--- src/rtl/mem_arbiter.sv ---
// Two-port memory arbiter: instruction fetch (IF) and data (DM) share one memory port.
// Optional macro MEM_ARB_STARVE_EN enables the IF starvation guard; otherwise DM has strict priority.
module mem_arbiter #(
    parameter int AW       = 32,
    parameter int DW       = 32,
    parameter int MAX_WAIT = 4
) (
    input  logic          clk,
    input  logic          rst_n,
    input  logic          if_req,
    input  logic [AW-1:0] if_addr,
    output logic [DW-1:0] if_rdata,
    output logic          if_ready,
    input  logic          dm_req,
    input  logic          dm_we,
    input  logic [AW-1:0] dm_addr,
    input  logic [DW-1:0] dm_wdata,
    output logic [DW-1:0] dm_rdata,
    output logic          dm_ready,
    output logic          m_req,
    output logic          m_we,
    output logic [AW-1:0] m_addr,
    output logic [DW-1:0] m_wdata,
    input  logic [DW-1:0] m_rdata,
    input  logic          m_ack,
    output logic          stall_if,
    output logic          stall_dm
);

    localparam logic [1:0] IDLE   = 2'd0;
    localparam logic [1:0] GNT_IF = 2'd1;
    localparam logic [1:0] GNT_DM = 2'd2;

    logic [1:0] state;
    logic       armed;
    logic       guard;
    logic       grant_if;
    logic       grant_dm;

`ifdef MEM_ARB_STARVE_EN
    localparam logic [3:0] WAIT_LIM = 4'(MAX_WAIT);
    logic [3:0] wait_cnt;

    assign guard = if_req && (wait_cnt == WAIT_LIM);

    always_ff @(posedge clk or negedge rst_n) begin
        if (!rst_n) begin
            wait_cnt <= '0;
        end else if (state == IDLE) begin
            if (grant_if)
                wait_cnt <= '0;
            else if (grant_dm && if_req && wait_cnt != WAIT_LIM)
                wait_cnt <= wait_cnt + 4'd1;
        end
    end
`else
    assign guard = 1'b0;
`endif

    // armed holds off arbitration for the first edge after reset release
    assign grant_dm = armed && dm_req && !guard;
    assign grant_if = armed && if_req && (!dm_req || guard);

    assign stall_if = if_req & ~if_ready;
    assign stall_dm = dm_req & ~dm_ready;

    always_ff @(posedge clk or negedge rst_n) begin
        if (!rst_n) begin
            state    <= IDLE;
            armed    <= 1'b0;
            m_req    <= 1'b0;
            m_we     <= 1'b0;
            m_addr   <= '0;
            m_wdata  <= '0;
            if_ready <= 1'b0;
            dm_ready <= 1'b0;
            if_rdata <= '0;
            dm_rdata <= '0;
        end else begin
            armed    <= 1'b1;
            if_ready <= 1'b0;
            dm_ready <= 1'b0;
            case (state)
                IDLE: begin
                    if (grant_dm) begin
                        state   <= GNT_DM;
                        m_req   <= 1'b1;
                        m_we    <= dm_we;
                        m_addr  <= dm_addr;
                        m_wdata <= dm_wdata;
                    end else if (grant_if) begin
                        state  <= GNT_IF;
                        m_req  <= 1'b1;
                        m_we   <= 1'b0;
                        m_addr <= if_addr;
                    end
                end
                GNT_IF: begin
                    if (m_ack) begin
                        state    <= IDLE;
                        m_req    <= 1'b0;
                        if_ready <= 1'b1;
                        if_rdata <= m_rdata;
                    end
                end
                GNT_DM: begin
                    if (m_ack) begin
                        state    <= IDLE;
                        m_req    <= 1'b0;
                        dm_ready <= 1'b1;
                        if (!m_we)
                            dm_rdata <= m_rdata;
                    end
                end
                default: begin
                    state <= IDLE;
                    m_req <= 1'b0;
                end
            endcase
        end
    end

endmodule
--- config.mk ---
export PLATFORM = sky130hd
export DESIGN_NAME = mem_arbiter
export DESIGN_NICKNAME = d
export VERILOG_FILES = /design/src/rtl/mem_arbiter.sv
export SDC_FILE = /design/constraint.sdc
export NUM_CORES = 1
export LEC_CHECK = 0
export ABC_AREA = 1
export CORE_MARGIN = 5
export CORE_UTILIZATION = 37
export DETAILED_ROUTE_END_ITERATION = 8
export PLACE_DENSITY_LB_ADDON = 0.1
export SLEW_MARGIN = 5
export SYNTH_ARGS = -nofsm -noshare
export SYNTH_HDL_FRONTEND = slang
export SYNTH_SLANG_ARGS = --single-unit
--- constraint.sdc ---
create_clock -name clk -period 1.3 [get_ports clk]
set_input_delay 0.26 -clock clk [delete_from_list [all_inputs] [get_ports clk]]
set_output_delay 0.26 -clock clk [all_outputs]
set_load 0.02 [all_outputs]
After elaboration in Yosys (flattened, before gate mapping)

Index checks and enable logic that the tools add are counted.

Reduce and logical (&&, ||, !) cells: 12
Equality and inequality tests: 4
Bitwise logic cells: 5
Muxes and demuxes: 15

Operators by type and width:

| cell                 | count |
|---|---|
| $mux W32             | 2 |
| $mux W1              | 8 |
| $reduce_and A2 Y1    | 4 |
| $mux W2              | 3 |
| $pmux W2 S2          | 1 |
| $logic_and A1 B1 Y1  | 3 |
| $ne A3 B3 Y1 const B | 1 |
| $not A1 Y1           | 3 |
| $reduce_and A3 Y1    | 1 |
| $and A1 B1 Y1        | 2 |
| $eq A2 B1 Y1 const B | 1 |
| $eq A2 B2 Y1 const B | 1 |
| $logic_not A2 Y1     | 1 |
| $ne A2 B1 Y1 const B | 1 |
| $pmux W1 S2          | 1 |
| $reduce_bool A2 Y1   | 1 |
| $reduce_or A2 Y1     | 1 |
| $logic_not A1 Y1     | 1 |

Register bits: 135
Input bits: 134
Word-level logic and storage cells: 46

Logic depth before layout (Yosys ltp)

Word-level depth: 5
Depth in mapped cells: 8
Depth with buffers taken out: 6

Worst setup path before layout

Ideal clock, no wire load.

Kind: reg2reg
Start: reg state[0]
End: reg dm_rdata[20]
Buffers on the path: 2
Stages on the path, launching flop included: 9
Path slack: -0.036 ns
Data required time: 1.182 ns
Arrival: 1.218 ns
Cell sequence: dfrtp_1 inv_1 ha_1 nand2_1 or2_1 buf_6 buf_6 nand2_1 o21ai_2

Cells in the longest elaborated chain, start to end: 2

Ends and longest elaborated chain:

| what                        | line | source |
|---|---|---|
| from (decl)                 | 34   | `logic [1:0] state;` |
| from (signal assigned)      | 69   | `state <= IDLE;` |
| from (signal assigned)      | 86   | `state <= GNT_DM;` |
| from (signal assigned)      | 92   | `state <= GNT_IF;` |
| $eq A2 B2 Y1                | 83   | `case (state)` |
| $reduce_and A3 Y1 (no line) | --   |  |
| to (signal assigned)        | 112  | `dm_rdata <= m_rdata;` |
| to (decl)                   | 18   | `output logic [DW-1:0] dm_rdata,` |

Every way passes these cells.
A chain may end at the register's enable or synchronous reset.

Worst setup path in the final report

Start: reg state[0]
End: reg dm_rdata[17]

Same word-level chain as after synthesis.

==> metrics <==
final std cells w/o fill=about 1100; ranking of synthesized cells by area=dfrtp_1 59%, nand2_1 24%, o21ai_2 4.9%, o21ai_0 2.8%, buf_6 2.6%; final core utilization=approximately three fifths; status=complete, but fails checks; first-pass GRT wire length=27000 um; M1 wire length=between 6000 and 7000 um; DRT Pass-1 Iters=5; placed insts=~1100; vias=5244; largest net degree at the start of global routing=40; Rows=45; nets=1083; number of H-tree levels=4; CP Data Arrival Time=1650 ps; number of global-route vias before repair=5291; Gate Count Post-Synth=654; syn_nets=791; Critical Path Most Common Cell=nand2_1; Detailed Place HPWL=12300 um; Tot GR Track Use=a little under a fifth; Synth warnings=0; worst min path class=input port to async pin; P&R area growth vs syn=57.9%; post-route cell area=0.00898 mm2; register area=0.00338 mm2; Leak Pwr=between 0.004 and 0.005 uW; critical-path cell list=inv_2 > ha_1 > nand2_1 > or2_4 > buf_12 > nand2_1 > o21ai_2; post-route ant nets=0; failing checks=negative setup slack; Layout fillers=around 1400; ANT cells=0; Reg clk slew, reported paths=~60 ps; CP Class=flip-flop to flip-flop; endpoint type of the worst setup path=flip-flop; post-synth cell types=18; Initial Utilization=37.5%; Final Total Pwr=around 21000 uW; Largest delay share family, worst path=simple AND/OR/NAND/NOR gates; die area=~0.018 mm2; Worst Path Max Fanout=23; largest area contributor in the netlist=dfrtp_1; Die Wd=134 um; post-synthesis cell area=0.00569 mm2; PD cells=between 2000 and 2500 mW/mm2; vias per cell=4.58; endpoints failing setup=35; initial antenna violation count=0; TritonCTS clock tree=built; IO Pins=268; DRC Markers=0; final worst slack=-51.9 ps; worst-case clock buffer depth=2; number of synthesized flops with an enable pin=0; Worst EP required=1600 ps; FMAX=0.740 GHz; RSZ-0062 raised after global routing=true; Main synth FF type=dfrtp_1; gpl congestion=0.825; register area share after synthesis=between 50% and 60%; clk sink count=about 140; period utilization=104%; post-synthesis register bit count=about 140; WL met3=1530 um; DIE HEIGHT=134 um; highest metal used=met4; worst IR drop on VDD=0.983 mV; Yosys top cell area share=59.4%; async set-reset flop share out of synthesis=100%; share of cells above drive strength 1=between 20% and 30%; max-slew violations=0; IO buf count=267; critical path launch point type=flip-flop; Post-Route WL=17200 um; GRT overflow=0; WP buf/inv=2; cts bufs inserted=17; wire length per cell=between 15 and 20 um; min cycle time layout=1350 ps; cell with the most instances after synthesis=nand2_1; CP peak stage delay=380 ps; Worst path slowest cell=dfrtp_1; area taken by multi-input logic gates=between 0.002 and 0.0025 mm2; Core Area=approximately 0.015 mm2; Area after DPL=0.00875 mm2; Fin. Hold Viols=0; Synth top cells by count=369 x nand2_1, 135 x dfrtp_1, 39 x inv_1; Starting DRT DRC Count=between 200 and 250; clock skew=4.87 ps; MaxCap Viol Count=0; clk root buf=clkbuf_16; Post-Synthesis Mean Instance Area=8.69 um2; Clock Latency Late Sink=410 ps; post-CTS setup buffer count=0; Met2 Wirelength=8500 um
[final timing paths]
| path | start | slack (ps) | cells past startpoint | endpoint |
|---|---|---|---|---|
| max | state[0]$_DFFE_PN0P_ | -50 | 7 | dm_rdata[17]$_DFFE_PN0P_ |
| min | rst_n | 300 | 2 | dm_rdata[3]$_DFFE_PN0P_ |
| max reg2reg | state[0]$_DFFE_PN0P_ | -50 | 7 | dm_rdata[17]$_DFFE_PN0P_ |
| min reg2reg | m_wdata[11]$_DFFE_PN0P_ | 470 | 2 | m_wdata[11]$_DFFE_PN0P_ |
| max in group asynchronous | rst_n | 470 | 3 | m_addr[24]$_DFFE_PN0P_ |
| min in group clk | dm_wdata[7] | 380 | 3 | m_wdata[7]$_DFFE_PN0P_ |
[report_power, final]
group          internal, uW  total [uW]  switching, uW  leakage (uW)
sequential             6190        7230           1050       0.00169
combinational          3730        9720           6000       0.00290
clock                  2760        4440           1690      0.000269
total                 12700       21400           8730       0.00486
[final cells by class]
| cell class | count | share of cell area (%) |
|---|---|---|
| clock buffers | 23 | 5.32 |
| well taps | 188 | 2.62 |
| flip-flops and latches | 135 | 37.6 |
| multi-input cells | 445 | 22.7 |
| clock inverters | 8 | 0.822 |
| repair buffers | 305 | 28.9 |
| inverters | 42 | 1.98 |
[placed cells by master, fill, tap and decap left out, types with 2 or more instances in the layout]
cell / instances
inv_2: 2
clkbuf_1: 3
buf_12: 12
nand2_2: 26
buf_8: 3
o21ai_1: 5
o21ai_2: 32
buf_16: 2
buf_2: 131
nor2_1: 2
clkbuf_16: 21
clkinvlp_4: 2
nand2_8: 2
clkdlybuf4s50_1: 132
o21ai_0: 27
nand2_1: 342
dfrtp_1: 135
buf_4: 15
clkinv_2: 4
buf_6: 5
inv_1: 38
nand2_4: 2
clkbuf_8: 3
[metrics by stage]
stage | hold WS (ps) | TNS [ps] | setup slack, ps
3_3_place_gp | 167 | -31530 | -431
4_1_cts | 304 | -1490 | -65.0
3_5_place_dp | 169 | -34200 | -457
2_1_floorplan | -35.6 | -932 | -35.6
6_report | 304 | -1200 | -51.9
5_1_grt | 325 | -5430 | -118
[routing by layer]
| layer | GRT usage, % | up-vias |
|---|---|---|
| met5 | 0 | - |
| met4 | 5.83 | 0 |
| met3 | 7.84 | 25 |
| met2 | 30.9 | 196 |
| met1 | 22.7 | 2456 |
| li1 | - | 2567 |
[registers in the layout, summed over array words and instances (netlist names)]
name	count
dm_rdata	32
if_rdata	32
m_addr	32
m_wdata	32
state	2
armed	1
dm_ready	1
if_ready	1
m_req	1
m_we	1
[logic make-up (layout without fill, tap and decap cells)]
| group | Yosys count | in the layout | share of synthesized area (%) |
|---|---|---|---|
| AO/OA/AOI/OAI | 64 | 64 | 7.75 |
| buffers and inverters | 74 | 378 | 6.98 |
| flip-flops | 135 | 135 | 59.4 |
| adder cells (fa/ha/maj) | 3 | 3 | 0.660 |
| AND/OR/NAND/NOR | 377 | 377 | 25.1 |
| other | 1 | 1 | 0.0660 |
[what timing repair did]
action,CTS,global route
gates cloned,2,4
endpoints found under the setup margin,234,80
hold buffers,1,0
pin swaps,5,2
gates resized for setup,549,45
endpoints found under the hold margin,27,0
No activity file was read; power rests on OpenSTA's default activity.
